`src/rtl/linear_seq_pkg.sv`:
```
// Shared types and width helpers for the linear-layer sequencer.
//   seq_state_t : sequencer FSM state encoding
//   seq_tag_t   : in-flight chunk tag {last, idx} carried through the tag pipe
//   cnt_w/idx_w : width helpers for counters (0..max) and indices (0..n-1)
package linear_seq_pkg;

    typedef enum logic [1:0] {
        ST_IDLE  = 2'd0,
        ST_RUN   = 2'd1,
        ST_DRAIN = 2'd2,
        ST_DONE  = 2'd3
    } seq_state_t;

    // Width needed to hold values 0..max_val inclusive.
    function automatic int cnt_w(input int max_val);
        return $clog2(max_val + 1);
    endfunction

    // Width needed to index n_val entries (at least one bit).
    function automatic int idx_w(input int n_val);
        return (n_val > 1) ? $clog2(n_val) : 1;
    endfunction

    localparam int SEQ_MAX_OUTPUTS = 256;
    localparam int SEQ_IDX_W       = idx_w(SEQ_MAX_OUTPUTS);

    typedef struct packed {
        logic                 last;
        logic [SEQ_IDX_W-1:0] idx;
    } seq_tag_t;

endpackage

```
`src/rtl/linear_layer_sequencer_tag_pipe.sv`:
```
// seq_tag_pipe: enable-gated shift register of seq_tag_t tracking chunks
// through the fixed datapath latency.
//   clk, rst (sync, active-low), clr (sync clear), en (shift when high)
//   tag_in  : tag entering stage 0
//   tag_out : tag at the final stage
//   pending : a neuron-completing tag is still in a non-final stage
module seq_tag_pipe
    import linear_seq_pkg::*;
#(
    parameter int DEPTH = 6
) (
    input  logic     clk,
    input  logic     rst,
    input  logic     clr,
    input  logic     en,
    input  seq_tag_t tag_in,
    output seq_tag_t tag_out,
    output logic     pending
);

    seq_tag_t stage_q [DEPTH];

    always_ff @(posedge clk) begin
        if (!rst || clr) begin
            for (int i = 0; i < DEPTH; i++) begin
                stage_q[i] <= '0;
            end
        end else if (en) begin
            stage_q[0] <= tag_in;
            for (int i = 1; i < DEPTH; i++) begin
                stage_q[i] <= stage_q[i-1];
            end
        end
    end

    assign tag_out = stage_q[DEPTH-1];

    // The final stage is excluded: once the last completing tag sits there,
    // its out_valid is already being presented and draining can stop.
    always_comb begin
        pending = 1'b0;
        for (int i = 0; i < DEPTH - 1; i++) begin
            pending = pending | stage_q[i].last;
        end
    end

endmodule

```
`src/rtl/linear_layer_sequencer.sv`:
```
// linear_layer_sequencer: steps weight/feature memories chunk by chunk over a
// whole linear layer, gates the datapath clock-enable and flags finished
// output neurons after the fixed pipeline latency.
// Ports: clk, rst (sync, active-low), start/cfg_chunks/cfg_outputs (layer
// request), stall (freezes everything), ce/issue/w_addr/f_addr/first_chunk/
// last_chunk (datapath drive), out_valid/out_idx (finished neuron),
// busy/done (layer handshake).
// Optional: define LINEAR_SEQ_PERF_EN to add saturating 32-bit
// perf_busy_cycles / perf_stall_cycles outputs.
//
// state    | meaning
// ---------+-----------------------------------------------------------
// ST_IDLE  | waiting for start; config latched on an accepted start
// ST_RUN   | one chunk issued per unstalled cycle, back-to-back
// ST_DRAIN | no issues; ce keeps the pipe moving until the last tag lands
// ST_DONE  | done pulse, then back to idle
module linear_layer_sequencer
    import linear_seq_pkg::*;
#(
    parameter  int N           = 16,
    parameter  int MAX_CHUNKS  = 64,
    parameter  int MAX_OUTPUTS = SEQ_MAX_OUTPUTS,
    parameter  int PIPE_LAT    = 6,
    localparam int CW  = cnt_w(MAX_CHUNKS),
    localparam int OW  = cnt_w(MAX_OUTPUTS),
    localparam int WAW = idx_w(MAX_CHUNKS * MAX_OUTPUTS),
    localparam int FAW = idx_w(MAX_CHUNKS),
    localparam int IW  = idx_w(MAX_OUTPUTS)
) (
    input  logic           clk,
    input  logic           rst,
    input  logic           start,
    input  logic [CW-1:0]  cfg_chunks,
    input  logic [OW-1:0]  cfg_outputs,
    input  logic           stall,
    output logic           ce,
    output logic           issue,
    output logic [WAW-1:0] w_addr,
    output logic [FAW-1:0] f_addr,
    output logic           first_chunk,
    output logic           last_chunk,
    output logic           out_valid,
    output logic [IW-1:0]  out_idx,
    output logic           busy,
`ifdef LINEAR_SEQ_PERF_EN
    output logic [31:0]    perf_busy_cycles,
    output logic [31:0]    perf_stall_cycles,
`endif
    output logic           done
);

    seq_state_t     state_q, state_d;
    logic [CW-1:0]  chunks_q, c_q;
    logic [OW-1:0]  outs_q, o_q;
    logic [WAW-1:0] w_addr_q;
    logic           first_q, last_q;
    logic           accept, cfg_zero, o_final, pipe_pending;
    seq_tag_t       tag_in, tag_out;

    assign accept   = (state_q == ST_IDLE) && start && !stall;
    assign cfg_zero = (cfg_chunks == '0) || (cfg_outputs == '0);
    assign o_final  = (o_q == outs_q - OW'(1));

    always_ff @(posedge clk) begin
        if (!rst) begin
            state_q <= ST_IDLE;
        end else if (!stall) begin
            state_q <= state_d;
        end
    end

    always_comb begin
        state_d = state_q;
        case (state_q)
            ST_IDLE:  if (start) state_d = cfg_zero ? ST_DONE : ST_RUN;
            ST_RUN:   if (last_q && o_final) state_d = ST_DRAIN;
            ST_DRAIN: if (!pipe_pending) state_d = ST_DONE;
            ST_DONE:  state_d = ST_IDLE;
            default:  state_d = ST_IDLE;
        endcase
    end

    always_comb begin
        busy  = (state_q != ST_IDLE);
        done  = (state_q == ST_DONE);
        issue = (state_q == ST_RUN) && !stall;
        ce    = ((state_q == ST_RUN) || (state_q == ST_DRAIN)) && !stall;
    end

    // Chunk/neuron counters. w_addr walks linearly, which equals o*cfg_chunks+c
    // without a multiplier. first/last are precomputed for the next issue.
    always_ff @(posedge clk) begin
        if (!rst) begin
            chunks_q <= '0;
            outs_q   <= '0;
            c_q      <= '0;
            o_q      <= '0;
            w_addr_q <= '0;
            first_q  <= 1'b0;
            last_q   <= 1'b0;
        end else if (!stall) begin
            if (accept) begin
                chunks_q <= cfg_chunks;
                outs_q   <= cfg_outputs;
                c_q      <= '0;
                o_q      <= '0;
                w_addr_q <= '0;
                first_q  <= !cfg_zero;
                last_q   <= !cfg_zero && (cfg_chunks == CW'(1));
            end else if (state_q == ST_RUN) begin
                if (last_q && o_final) begin
                    c_q      <= '0;
                    o_q      <= '0;
                    w_addr_q <= '0;
                    first_q  <= 1'b0;
                    last_q   <= 1'b0;
                end else if (last_q) begin
                    c_q      <= '0;
                    o_q      <= o_q + OW'(1);
                    w_addr_q <= w_addr_q + WAW'(1);
                    first_q  <= 1'b1;
                    last_q   <= (chunks_q == CW'(1));
                end else begin
                    c_q      <= c_q + CW'(1);
                    w_addr_q <= w_addr_q + WAW'(1);
                    first_q  <= 1'b0;
                    last_q   <= (c_q + CW'(2) == chunks_q);
                end
            end
        end
    end

    assign w_addr      = w_addr_q;
    assign first_chunk = first_q;
    assign last_chunk  = last_q;

    // The feature memory is chunk-addressed, so N never scales the index;
    // a degenerate zero-element chunk has nothing to fetch.
    generate
        if (N > 0) begin : g_f_addr
            assign f_addr = FAW'(c_q);
        end else begin : g_f_addr_none
            assign f_addr = '0;
        end
    endgenerate

    always_comb begin
        tag_in = '0;
        if (issue) begin
            tag_in.last = last_q;
            tag_in.idx  = SEQ_IDX_W'(o_q);
        end
    end

    seq_tag_pipe #(
        .DEPTH (PIPE_LAT)
    ) u_tag_pipe (
        .clk     (clk),
        .rst     (rst),
        .clr     (accept),
        .en      (ce),
        .tag_in  (tag_in),
        .tag_out (tag_out),
        .pending (pipe_pending)
    );

    // out_valid is held while stalled, like every other frozen output.
    assign out_valid = tag_out.last;
    assign out_idx   = IW'(tag_out.idx);

`ifdef LINEAR_SEQ_PERF_EN
    always_ff @(posedge clk) begin
        if (!rst || accept) begin
            perf_busy_cycles  <= '0;
            perf_stall_cycles <= '0;
        end else begin
            if (busy && !(&perf_busy_cycles)) begin
                perf_busy_cycles <= perf_busy_cycles + 32'd1;
            end
            if (busy && stall && !(&perf_stall_cycles)) begin
                perf_stall_cycles <= perf_stall_cycles + 32'd1;
            end
        end
    end
`endif

endmodule

```
`config.mk`:
```
export PLATFORM = sky130hd
export DESIGN_NAME = linear_layer_sequencer
export DESIGN_NICKNAME = d
export VERILOG_FILES = /design/src/rtl/linear_seq_pkg.sv /design/src/rtl/linear_layer_sequencer_tag_pipe.sv /design/src/rtl/linear_layer_sequencer.sv
export SDC_FILE = /design/constraint.sdc
export NUM_CORES = 1
export LEC_CHECK = 0
export ABC_AREA = 1
export BUFFER_PORTS_ARGS = -buffer_cell sky130_fd_sc_hd__buf_4
export CAP_MARGIN = 20
export CORE_MARGIN = 5
export CORE_UTILIZATION = 63
export CTS_CLUSTER_SIZE = 12
export DETAILED_ROUTE_END_ITERATION = 8
export GPL_TIMING_DRIVEN = 0
export HOLD_SLACK_MARGIN = 0.05
export PLACE_DENSITY = 0.85
export SYNTH_ARGS = -nofsm -noshare
export SYNTH_HDL_FRONTEND = slang
export SYNTH_SLANG_ARGS = --single-unit
```
`constraint.sdc`:
```
create_clock -name clk -period 9.7 [get_ports clk]
set_clock_uncertainty 0.1 [all_clocks]
set_input_delay 0.97 -clock clk [delete_from_list [all_inputs] [get_ports clk]]
set_output_delay 0.97 -clock clk [all_outputs]
set_load 0.05 [all_outputs]
```
==> metrics.md <==
| Metric | Value |
|---|---|
| Status | `complete, no violations` |
| # setup viols final | `0` |
| Vias | `4232` |
| Worst-Skew Late Latency | `370 ps` |
| Top post-synthesis cells by area | `edfxtp_1 (32%), dfxtp_1 (20%), nor2_1 (7.9%)` |
| Reg2Reg Depth | `8` |
| Final period util | `0.286` |
| RSZ-0062 raised after global routing | `no` |
| Final TNS setup | `0 ps` |
| Initial antenna violation count | `0` |
| Post-DP HPWL | `7.83 mm` |
| Synth cell types | `33` |
| # DRC | `0` |
| CTS root buf | `clkbuf_8` |
| Final ANT Viol Nets | `0` |
| Wire length of the first global-routing pass | `17.7 mm` |
| Highest Clock Rate | `360 MHz` |
| Asr flop ratio synth | `0` |
| Place WS | `6860 ps` |
| Reg2Reg Capture Point | `u_tag_pipe.stage_q[0][12]` |
| Most instantiated library cell after synthesis | `nor2_1` |
| Synthesized cell area | `5050 µm²` |
| Static leakage | `2.45 nW` |
| Largest net degree at the start of global routing | `25` |
| Least-Margin Pin Slew | `509 ps` |
| Most frequent cells after synthesis | `nor2_1 (106), inv_1 (102), nand2_1 (91)` |
| Longest Clk Path Bufs | `2` |
| Die W | `99.6 µm` |
| Drt first-iter violations | `186` |
| Max cap viols | `0` |
| Number of diodes | `0` |
| HP Class | `reg -> reg` |
| Final worst setup slack | `6930 ps` |
| Fin. Hold Viols | `0` |
| Crit Path Class | `reg -> out` |
| Hold Crit Start | `chunks_q[6]` |
| Slew Limit Fails | `0` |
| Worst EP required | `8630 ps` |
| Post-DR wirelength/cell | `13.1 µm` |
| Cell count after synthesis | `616` |
| CTS resizes | `0` |
| CP endpoint kind | `output port` |
| Hold Worst Slack | `380 ps` |
| Hold buffer count at cts | `0` |
| Vias in the first global route | `4015` |
| Total wire length | `10.3 mm` |
| Clock Sinks | `104` |
| Main flop type after synthesis | `edfxtp_1` |
| Post-synth top area share | `0.321` |
| Number of synthesized flops with an enable pin | `54` |
| Initial core utilization | `0.651` |
| # H-tree levels | `3` |
| GRT Residual Overflow | `0` |
| Worst-path clk slew | `100 ps` |
| Syn nets | `646` |
| TritonCTS Buffers | `9` |
| GRT Total Usage | `0.216` |
| Nets | `713` |
| Fraction of the yosys area taken by sequential cells | `0.519` |
| Core Footprint | `7770 µm²` |
| Total setup buffers inserted after CTS | `0` |
| Worst-path fanout max | `4` |
| Peak supply drop | `0.0952 mV` |
| FF-to-FF Start | `state_q[0]` |
| Cell Pwr Density | `171 nW/µm²` |
| DP Area | `5650 µm²` |
| Worst hold path depth | `2` |
| Gp weighted congestion | `0.895` |
| Worst Path Arrival | `1700 ps` |
| Die Area | `9910 µm²` |
| Mapped Avg Cell Area | `8.20 µm²` |
| Row cnt | `32` |
| Via/cell ratio | `5.36` |
| Synthesis Warnings | `0` |
| Fin crit period | `2770 ps` |
| R2r setup slk | `7320 ps` |
| Port-buffer cells | `54` |
| Area leader, netlist | `edfxtp_1` |
| Final Cell Area | `5850 µm²` |
| Relative slew slack | `0.657` |
| WHS Endpoint | `chunks_q[6]` |
| Area grow syn2layout | `15.8%` |
| Layout cells sized above 1 | `0.154` |
| Register bit count reported by yosys | `104` |
| Die H | `99.6 µm` |
| CP Launch Type | `flip-flop` |
| CTS tree | `done` |
| First drt pass iteration count | `6` |
| I/O pins | `55` |
-- metal layers --
layer	wire length, µm	global-route usage	up-vias
li1	-	-	2104
met1	4330	0.267	1959
met2	5240	0.390	152
met3	610	0.0407	17
met4	136	0.0525	0
met5	0	0	-
-- final cells by class --
| class | instances | area (µm²) |
|---|---|---|
| Clock inverter | 7 | 77.6 |
| Inverter | 107 | 402 |
| Tap cell | 102 | 128 |
| Clock buffer | 9 | 124 |
| Buffer | 27 | 158 |
| Fill cell | 584 | 1910 |
| Sequential cell | 104 | 2620 |
| Multi-Input combinational cell | 378 | 1880 |
| Timing Repair Buffer | 56 | 460 |
-- worst max-delay path by stage --
stage | start | end | cells after the start | slack, ps
2_1_floorplan | stall | u_tag_pipe.stage_q[0][0] | 1 | 4280
3_5_place_dp | stall | u_tag_pipe.stage_q[0][12] | 8 | 6860
6_report | state_q[0] | ce | 5 | 6930
5_1_grt | state_q[0] | ce | 5 | 6800
4_1_cts | state_q[0] | ce | 5 | 6920
3_3_place_gp | stall | u_tag_pipe.stage_q[0][42] | 2 | 2940
-- critical path, cell delays in order (launching register included) --
cell     delay, ps
dfxtp_1        410
inv_1          110
ha_1           280
inv_1           70
nor2_1         220
buf_4          250
-- stage by stage --
stage,cells,utilization,power (mW)
after global placement,772,0.719,0.722
after detailed placement,774,0.728,0.734
after floorplan,616,-,0.676
final,790,0.754,1.00
after global routing,790,0.754,1.05
after CTS,790,0.754,1.00
-- layout by cell type, fill, tap and decap left out, drive strengths merged --
cell type	instances
a211oi	1
nor2	114
o22ai	9
a31oi	1
xnor2	6
nor4	1
xor2	11
inv	108
bufinv	1
nand3b	1
nand2	93
o211ai	1
dfxtp	50
o31ai	3
buf	71
o21bai	1
nor3	7
clkinv	4
ha	10
o21ai	47
nand4	13
clkinvlp	1
or2	1
a31o	1
clkbuf	21
nand3	30
edfxtp	54
a21oi	27
-- cells by family after synthesis --
group           synth area share
compound gates            0.0963
xor+xnor                  0.0295
fa+ha+maj                 0.0248
buf+inv                    0.111
flops                      0.519
simple gates               0.220
-- flip-flops by register name (all words and copies together), names as in the netlist --
name,count
last_chunk,1
u_tag_pipe.stage_q,54
first_chunk,1
outs_q,9
chunks_q,7
o_q,9
w_addr,14
state_q,2
c_q,7
-- power by group --
part           leakage [nW]  switching, mW  internal, mW
logic                  1.36          0.136        0.0660
registers             0.987         0.0166         0.506
clock network         0.100          0.155         0.122
total                  2.45          0.307         0.694
Power figures use the tool's default switching activity.
